--- config.mk ---
export PLATFORM = sky130hd
export DESIGN_NAME = conv_sequencer
export DESIGN_NICKNAME = d
export VERILOG_FILES = /design/src/rtl/conv_sequencer.sv
export SDC_FILE = /design/constraint.sdc
export NUM_CORES = 1
export LEC_CHECK = 0
export CAP_MARGIN = 25
export CORE_ASPECT_RATIO = 2
export CORE_UTILIZATION = 66
export DETAILED_ROUTE_END_ITERATION = 16
export PLACE_DENSITY = 0.84
export SYNTH_ARGS = -nofsm -noshare
export SYNTH_HDL_FRONTEND = slang
export SYNTH_SLANG_ARGS = --single-unit
--- constraint.sdc ---
create_clock -name clk -period 7.5 [get_ports clk]
set_input_delay 0.75 -clock clk [delete_from_list [all_inputs] [get_ports clk]]
set_output_delay 0.75 -clock clk [all_outputs]
set_load 0.02 [all_outputs]
--- src/rtl/conv_sequencer.sv ---
// Sequencer and MAC datapath for a 2D valid-mode convolution over X (R x C) and W (K x K).
// Addresses one term per cycle, accumulates B plus K*K products, streams each result out.
module conv_sequencer #(
    parameter int INW  = 10,
    parameter int R    = 15,
    parameter int C    = 13,
    parameter int MAXK = 7,
    parameter int OUTW = 2*INW + $clog2(MAXK*MAXK)
) (
    input  logic                          clk,
    input  logic                          reset,
    input  logic                          inputs_loaded,
    input  logic [$clog2(MAXK+1)-1:0]     K,
    input  logic [INW-1:0]                B,
    output logic [$clog2(R*C)-1:0]        X_read_addr,
    input  logic [INW-1:0]                X_data,
    output logic [$clog2(MAXK*MAXK)-1:0]  W_read_addr,
    input  logic [INW-1:0]                W_data,
    output logic                          compute_finished,
    output logic [OUTW-1:0]               OUT_TDATA,
    output logic                          OUT_TVALID,
    input  logic                          OUT_TREADY
);
    localparam int KW  = $clog2(MAXK+1);
    localparam int XAW = $clog2(R*C);
    localparam int WAW = $clog2(MAXK*MAXK);

    typedef enum logic [2:0] {IDLE, RUN, DRAIN, OUT, FINISH} state_t;

    state_t state, state_nxt;

    logic [KW-1:0]     k_q, km1, i, j;
    logic [INW-1:0]    b_q;
    logic [XAW-1:0]    r, c, row_base, k_ext, r_last, c_last;
    logic [XAW-1:0]    r_nxt, c_nxt, row_base_nxt;
    logic              issued_d, first_d;
    logic [OUTW-1:0]   acc, prod_ext, b_ext;
    logic [2*INW-1:0]  x_ext, w_ext, prod;
    logic              last_term, last_out, k_bad, col_wrap;

    assign km1       = k_q - KW'(1);
    assign k_ext     = XAW'(k_q);
    assign r_last    = XAW'(R) - k_ext;
    assign c_last    = XAW'(C) - k_ext;
    assign last_term = (i == km1) && (j == km1);
    assign last_out  = (r == r_last) && (c == c_last);
    assign k_bad     = (K < KW'(2)) || (32'(K) > R) || (32'(K) > C);

    // Signed multiply done on sign-extended operands so plain modular arithmetic stays exact.
    assign x_ext    = {{INW{X_data[INW-1]}}, X_data};
    assign w_ext    = {{INW{W_data[INW-1]}}, W_data};
    assign prod     = x_ext * w_ext;
    assign prod_ext = {{(OUTW-2*INW){prod[2*INW-1]}}, prod};
    assign b_ext    = {{(OUTW-INW){b_q[INW-1]}}, b_q};

    assign col_wrap     = (c == c_last);
    assign c_nxt        = col_wrap ? '0 : c + XAW'(1);
    assign r_nxt        = col_wrap ? r + XAW'(1) : r;
    assign row_base_nxt = col_wrap ? row_base + XAW'(C) : row_base;

    always_ff @(posedge clk or negedge reset) begin
        if (!reset) state <= IDLE;
        else        state <= state_nxt;
    end

    always_comb begin
        state_nxt        = state;
        OUT_TVALID       = 1'b0;
        OUT_TDATA        = '0;
        compute_finished = 1'b0;
        case (state)
            IDLE: begin
                if (inputs_loaded) state_nxt = k_bad ? FINISH : RUN;
            end
            RUN: begin
                if (!inputs_loaded)  state_nxt = IDLE;
                else if (last_term)  state_nxt = DRAIN;
            end
            DRAIN: begin
                state_nxt = inputs_loaded ? OUT : IDLE;
            end
            OUT: begin
                OUT_TVALID = 1'b1;
                OUT_TDATA  = acc;
                if (!inputs_loaded)  state_nxt = IDLE;
                else if (OUT_TREADY) state_nxt = last_out ? FINISH : RUN;
            end
            FINISH: begin
                compute_finished = 1'b1;
                state_nxt        = IDLE;
            end
            default: state_nxt = IDLE;
        endcase
    end

    // Read data lags the address by one cycle, so accumulation follows a one-cycle issue flag.
    always_ff @(posedge clk or negedge reset) begin
        if (!reset) begin
            k_q         <= '0;
            b_q         <= '0;
            r           <= '0;
            c           <= '0;
            row_base    <= '0;
            i           <= '0;
            j           <= '0;
            issued_d    <= 1'b0;
            first_d     <= 1'b0;
            acc         <= '0;
            X_read_addr <= '0;
            W_read_addr <= '0;
        end else begin
            issued_d <= (state == RUN);
            first_d  <= (state == RUN) && (i == '0) && (j == '0);
            if (issued_d) acc <= first_d ? (b_ext + prod_ext) : (acc + prod_ext);
            case (state)
                IDLE: begin
                    if (inputs_loaded) begin
                        k_q <= K;
                        b_q <= B;
                    end
                    if (state_nxt == RUN) begin
                        r           <= '0;
                        c           <= '0;
                        row_base    <= '0;
                        i           <= '0;
                        j           <= '0;
                        X_read_addr <= '0;
                        W_read_addr <= '0;
                    end
                end
                RUN: begin
                    if (!last_term) begin
                        W_read_addr <= W_read_addr + WAW'(1);
                        if (j == km1) begin
                            i           <= i + KW'(1);
                            j           <= '0;
                            X_read_addr <= X_read_addr + XAW'(C) - k_ext + XAW'(1);
                        end else begin
                            j           <= j + KW'(1);
                            X_read_addr <= X_read_addr + XAW'(1);
                        end
                    end
                end
                OUT: begin
                    if (state_nxt == RUN) begin
                        r           <= r_nxt;
                        c           <= c_nxt;
                        row_base    <= row_base_nxt;
                        i           <= '0;
                        j           <= '0;
                        X_read_addr <= row_base_nxt + c_nxt;
                        W_read_addr <= '0;
                    end
                end
                default: ;
            endcase
        end
    end
endmodule
==> reports/metrics.yaml, run 1 <==
hold_path:
  hold_class: "in -> async"
logic_synthesis:
  yosys-top-cells-count: "inv_1, nand2_1, ha_1"
  synthSimpleGateAreaFrac: 0.1773
  synth.area.top_cells: "dfrtp_1, fa_1, ha_1"
  synth_top_family_by_area: "adder cells"
  synth-adder-area-share: 0.3028
  synth_fp_nets: 1603
  synth_cell_types: 76
  ys_ff_latch: 88
  synthCells: 1346
  seq_area_frac_synth: 0.1924
  synth_most_common_cell: "inv_1"
  yosysWarnings: 0
  synth_flop_cell: "dfrtp_1"
  synth_xor_area_frac: 0.08198
  synth_top_area_cell: "dfrtp_1"
  synth_area_per_cell_sq_um: 8.505
  yosysTopAreaCellShare: 0.1924
  async_reset_ff_frac: 1.000
  syn_area_sq_um: 11450
  synth.area.mux_share: 0.01629
  synth_compound_area_frac: 0.1546
  synth-edff-count: 0
clock_network:
  cts_hold_buf: 0
  root_buffer: "clkbuf_16"
  numClockSinks: 88
  cts_buffers: 9
  h-tree-depth: 3
  cts_tree: "built"
  clk_pin_slew_worst_paths_ps: 60
  clock_latency_ps: 360
  cts_buffer_depth: 2
sta:
  tightest_slew_ps: 931.9
  max_freq_mhz: 135.2
  skew_ps: 8.508
  final-hold-violation-count: 0
  setup_viol: 0
  slew_headroom: 0.3764
  slew_viol_final: 0
  final.period_utilization: 0.9861
  finalCriticalPeriod_ps: 7396
cells_and_area:
  post_route_cells_drive_above_1_share: 0.1416
  stdcell_count: 1732
  num_antenna_cells: 0
  nets: 1777
  syn2layout_area_growth_pct: 21.15
  nFillCells: 1043
  regArea_sq_um: 2202
  multiInputGateArea_sq_um: 8593
critical_path:
  slowest_delay_ps: 530
  path_buf_inv: 10
  critPathMostFrequentCell: "inv_1"
  worst_r2r_startpoint: "k_q[2]$_DFFE_PN0P_"
  critPathKind: "in -> reg"
  critPathArrivalTime_ps: 7610
  path_delay_family: "adder cells"
  crit_path_end_kind: "flop"
  r2r_cells: 14
  startpoint_type: "input port"
  path_max_fanout: 8
  worstPathRequired_ps: 7720
  slowest_stage: "fa_1"
  r2r_setup_slack_ps: 3220
  r2r-end: "X_read_addr[7]$_DFFE_PN0P_"
route:
  drc: 0
  routed-via-count: 10290
  drtAntennaViolNets: 0
  dr.pass1.iters: 5
  routed_wl_um: 31010
  via_per_inst: 5.941
  wl_per_cell_um: 17.91
  first_iter_violations: 481
die:
  die-area_sq_um: 17910
  rows: 67
  coreArea_sq_um: 16850
  die_y_um: 188.3
  initial_core_util: 0.6794
  pin_count: 79
  die_w_um: 95.13
global_route:
  grt_max_degree: 74
  grt_pass1_vias: 10880
  gr-total-overflow: 0
  antenna_found_initial: 0
  grt_util_all_layers: 0.3553
  grt_pass1_wl_um: 49020
place:
  io_buffer_count: 78
  dp.cells: 1706
  gp_congestion: 0.9760
  hpwl_um: 24500
job:
  max_cap_viol_count: 0
outcome:
  status: "finished, final reports clean"
-- sequential cells by signal, indices dropped and copies added (netlist names), 3 cells and up --
name	count
row_base	8
state	3
acc	26
b_q	10
r	8
W_read_addr	6
j	3
k_q	3
c	8
X_read_addr	8
i	3
-- placed cells by master, fill, tap and decap left out, types with 10 or more instances in the layout --
cell	Yosys	final
inv_1	171	171
buf_4	1	130
nand2_1	128	124
ha_1	125	122
nor2_1	101	97
fa_1	95	95
dfrtp_1	88	88
a21oi_1	84	78
o21ai_0	73	70
clkdlybuf4s50_1	0	60
xnor2_1	60	57
and2_1	48	48
xor2_1	42	42
and3_1	39	38
nand3_1	23	22
a21o_1	21	21
nand2b_1	16	16
nor3_1	18	16
dlymetal6s2s_1	0	14
mux2_2	13	13
a31oi_1	12	11
o2bb2ai_1	10	10
-- what timing repair did --
action / 4_1_cts / 5_1_grt
cloned: 0 / 0
buffers inserted: 2 / 7
pin swaps: 6 / 23
gates resized for setup: 9 / 51
setup endpoints to repair: 2 / 8
-- worst max path at each step --
stage               from                  end  slack (ps)  cells past startpoint
2_1_floorplan  W_data[1]  acc[25]$_DFFE_PN0P_         220                     24
4_1_cts        W_data[6]  acc[25]$_DFFE_PN0P_           8                     26
5_1_grt        X_data[2]  acc[25]$_DFFE_PN0P_        -100                     33
6_report       X_data[2]  acc[20]$_DFFE_PN0P_         100                     31
3_3_place_gp   X_data[9]  acc[25]$_DFFE_PN0P_        -270                     26
3_5_place_dp   X_data[4]  acc[25]$_DFFE_PN0P_        -500                     27
-- kinds of logic after synthesis --
| kind of cell | count (synthesis) |
|---|---|
| AOI/OAI and AO/OA | 280 |
| xor gates and xnor gates | 104 |
| adders and majority gates | 220 |
| buffers and inverters | 221 |
| DFF | 88 |
| muxes | 17 |
| and+or+nand+nor | 416 |
-- metrics by stage --
step                setup TNS (ps)  hold slack [ps]  instance area, sq um    util  setup WS (ps)
detailed placement           -2403            506.6                 13210  0.7838         -499.8
CTS                              0            247.6                 13580  0.8058          8.389
finish                           0            244.2                 13870  0.8230          104.5
global placement            -949.7            476.1                 13210  0.7838         -269.0
global route                -401.4            265.9                 13870  0.8230         -100.2
floorplan                        0            454.4                 11450       -          216.8
-- final cells by class --
class | instances | share of cell area
Inverter | 174 | 0.04709
Sequential cell | 88 | 0.1588
Multi-Input combinational cell | 1037 | 0.6196
Clock buffer | 12 | 0.01850
Clock inverter | 4 | 0.005503
Timing Repair Buffer | 210 | 0.1318
Tap cell | 207 | 0.01868
-- per-layer routing --
layer | share of wire | vias to the layer above | GRT usage
met5 | 0 | - | 0
met4 | 0.062 | 0 | 0.2284
met3 | 0.035 | 110 | 0.04923
met2 | 0.57 | 273 | 0.7019
met1 | 0.33 | 5054 | 0.3110
li1 | - | 4853 | -
Power of run 1 is left out: the tool's default activity adds up to more than one toggle a clock period on the data nets, which glitch-free logic cannot reach.
==> run 2: changes to the inputs <==
Settings changed: CORE_MARGIN from default to 8.
==> run 2 against run 1 <==
Effect of this change:
- utilization fell by 3.1 points
- via count decreased by 1.2%
- first-iteration DRC count up 23%
- die area increased by 23%
- global-route usage is 8.6 points lower
- critical path depth is 3 lower
- sequential share of layout area increased by 0.39 points
- hold slack worse by 7.6 ps
- flip-flop and latch count stayed put
- register-to-register slack better by 380 ps
- final cell count fell by 1.6%
- final area decreased by 2.4%
==> reports/metrics.yaml, run 2 (synthesis gave the netlist of run 1 again) <==
outcome:
  status: "finished, final reports clean"
cells_and_area:
  stdcell_area_sq_um: 13540  # -2.4%
  nets: 1746  # -1.7%
  final_common_cell: "inv_1"
  top_register: "acc"
  num_antenna_cells: 0  # unchanged
  post_route_cells_drive_above_1_share: 0.1118  # -0.02986
  reg_top3: "acc: 26 flops, b_q: 10 flops"
  syn2layout_area_growth_pct: 18.27
  nFillCells: 1168  # +12%
  stdcell_count: 1704  # -1.6%
  largest_reg_flops: 26  # unchanged
  layout_common_cells: "inv_1, nand2_1, ha_1"
sta:
  slew_viol_final: 0  # unchanged
  setup_viol: 0  # unchanged
  setup-tns-final_ps: 0  # unchanged
  finalCriticalPeriod_ps: 7094  # -301.5 ps
  tightest_slew_ps: 930.0  # -1.922 ps
  final.period_utilization: 0.9459  # -0.04021
  final-hold-violation-count: 0  # unchanged
  max_freq_mhz: 141.0  # +4.3%
  skew_ps: 9.992  # +1.484 ps
  hold_slack_ps: 236.6  # -7.572 ps
  slew_headroom: 0.3777  # +0.001286
place:
  dp.cells: 1683  # -1.3%
  dpl-instance-area_sq_um: 13020  # -1.4%
  io_buffer_count: 78  # unchanged
  hpwl_um: 22940  # -6.4%
  gp_congestion: 0.9268  # -5.0%
critical_path:
  critPathLaunch: "X_data[0]"
  startpoint_type: "input port"
  critPathKind: "in -> reg"
  crit_path_end_kind: "flop"
  path_max_fanout: 9  # +1
  worst_r2r_startpoint: "k_q[2]$_DFFE_PN0P_"
  worstPathRequired_ps: 7730  # about the same
  critPathArrivalTime_ps: 7320  # -290 ps
clock_network:
  cts_tree: "built"
  root_buffer: "clkbuf_16"
  cts_hold_buf: 0  # unchanged
  cts_buffer_depth: 2  # unchanged
  clock_latency_ps: 360  # about the same
  numClockSinks: 88  # unchanged
  clk_pin_slew_worst_paths_ps: 60  # about the same
  cts_buffers: 9  # unchanged
  h-tree-depth: 3  # unchanged
global_route:
  grt_pass1_vias: 10490  # -3.6%
  antenna_found_initial: 0  # unchanged
  grt_pass1_wl_um: 48600  # -0.86%
  gr-total-overflow: 0  # unchanged
  grt_max_degree: 76  # +2.7%
  grt_util_all_layers: 0.2691  # -0.08616
route:
  routed_wl_um: 29080  # -6.2%
  first_iter_violations: 591  # +23%
  wl_per_cell_um: 17.06  # -4.7%
  via_per_inst: 5.968  # +0.45%
  drtAntennaViolNets: 0  # unchanged
  dr.pass1.iters: 8  # +3
  routed-via-count: 10170  # -1.2%
  drc: 0  # unchanged
die:
  initial_core_util: 0.6694  # -0.009991
  die_w_um: 109.1  # +15%
  rows: 68  # +1.5%
  die_y_um: 202.3  # +7.4%
  die-area_sq_um: 22070  # +23%
  coreArea_sq_um: 17100  # +1.5%
  pin_count: 79  # unchanged
hold_path:
  hold_class: "in -> async"
job:
  max_cap_viol_count: 0  # unchanged
[run 2: area by class of cell]
class	instances	area, sq um	share of cell area
clock buffers	10	229.0	0.01691
clock inverters	6	91.34	0.006746
inverters	174	653.1	0.04824
multi-input cells	1037	8472	0.6257
flip-flops and latches	88	2202	0.1626
well taps	210	262.8	0.01941
repair buffers	179	1629	0.1203
[run 2: metrics by stage]
step | worst slack (ps) | util
after floorplan | 216.8 | -
after global placement | -158.2 | 0.7610
after detailed placement | -323.0 | 0.7610
after CTS | 55.24 | 0.7798
after global routing | -57.67 | 0.7917
final | 406.0 | 0.7917
[run 2: metal layers]
metal,GRT usage,vias to the layer above,share of wire
li1,-,4790,-
met1,0.3217,4938,0.39
met2,0.4723,370,0.52
met3,0.03094,71,0.055
met4,0.1034,0,0.029
met5,0,-,0
[run 2: critical path: stages]
cell and delay [ps]:
clkdlybuf4s50_1 490, buf_4 170, nand2_1 90, fa_2 400, fa_1 560, inv_1 50
ha_1 310, fa_1 540, inv_1 60, fa_1 530, inv_1 50, ha_1 310
buf_4 150, o21a_1 90, o31a_1 130, o211ai_1 250, nand3_2 140, a31o_2 250
a21oi_1 170, xnor2_1 110, ha_1 210, or4_4 520, a32oi_2 210, nand2_1 110
o41ai_2 330, xnor2_1 150, nand2_1 90, o2111ai_1 90
[run 2: worst paths after layout]
path,to,slack (ps),depth (start not counted)
max,acc[25]$_DFFE_PN0P_,410,28
min,acc[24]$_DFFE_PN0P_,240,1
max reg2reg,X_read_addr[7]$_DFFE_PN0P_,3600,14
min reg2reg,W_read_addr[5]$_DFFE_PN0P_,500,1
max in group asynchronous,r[6]$_DFFE_PN0P_,6480,3
min in group clk,W_read_addr[5]$_DFFE_PN0P_,500,1
[run 2: repair_timing]
item / 4_1_cts / 5_1_grt
setup buffers: 0 / 2
endpoints found under the setup margin: 0 / 8
resized for setup: 0 / 36
Power of run 2 is left out for the same reason.
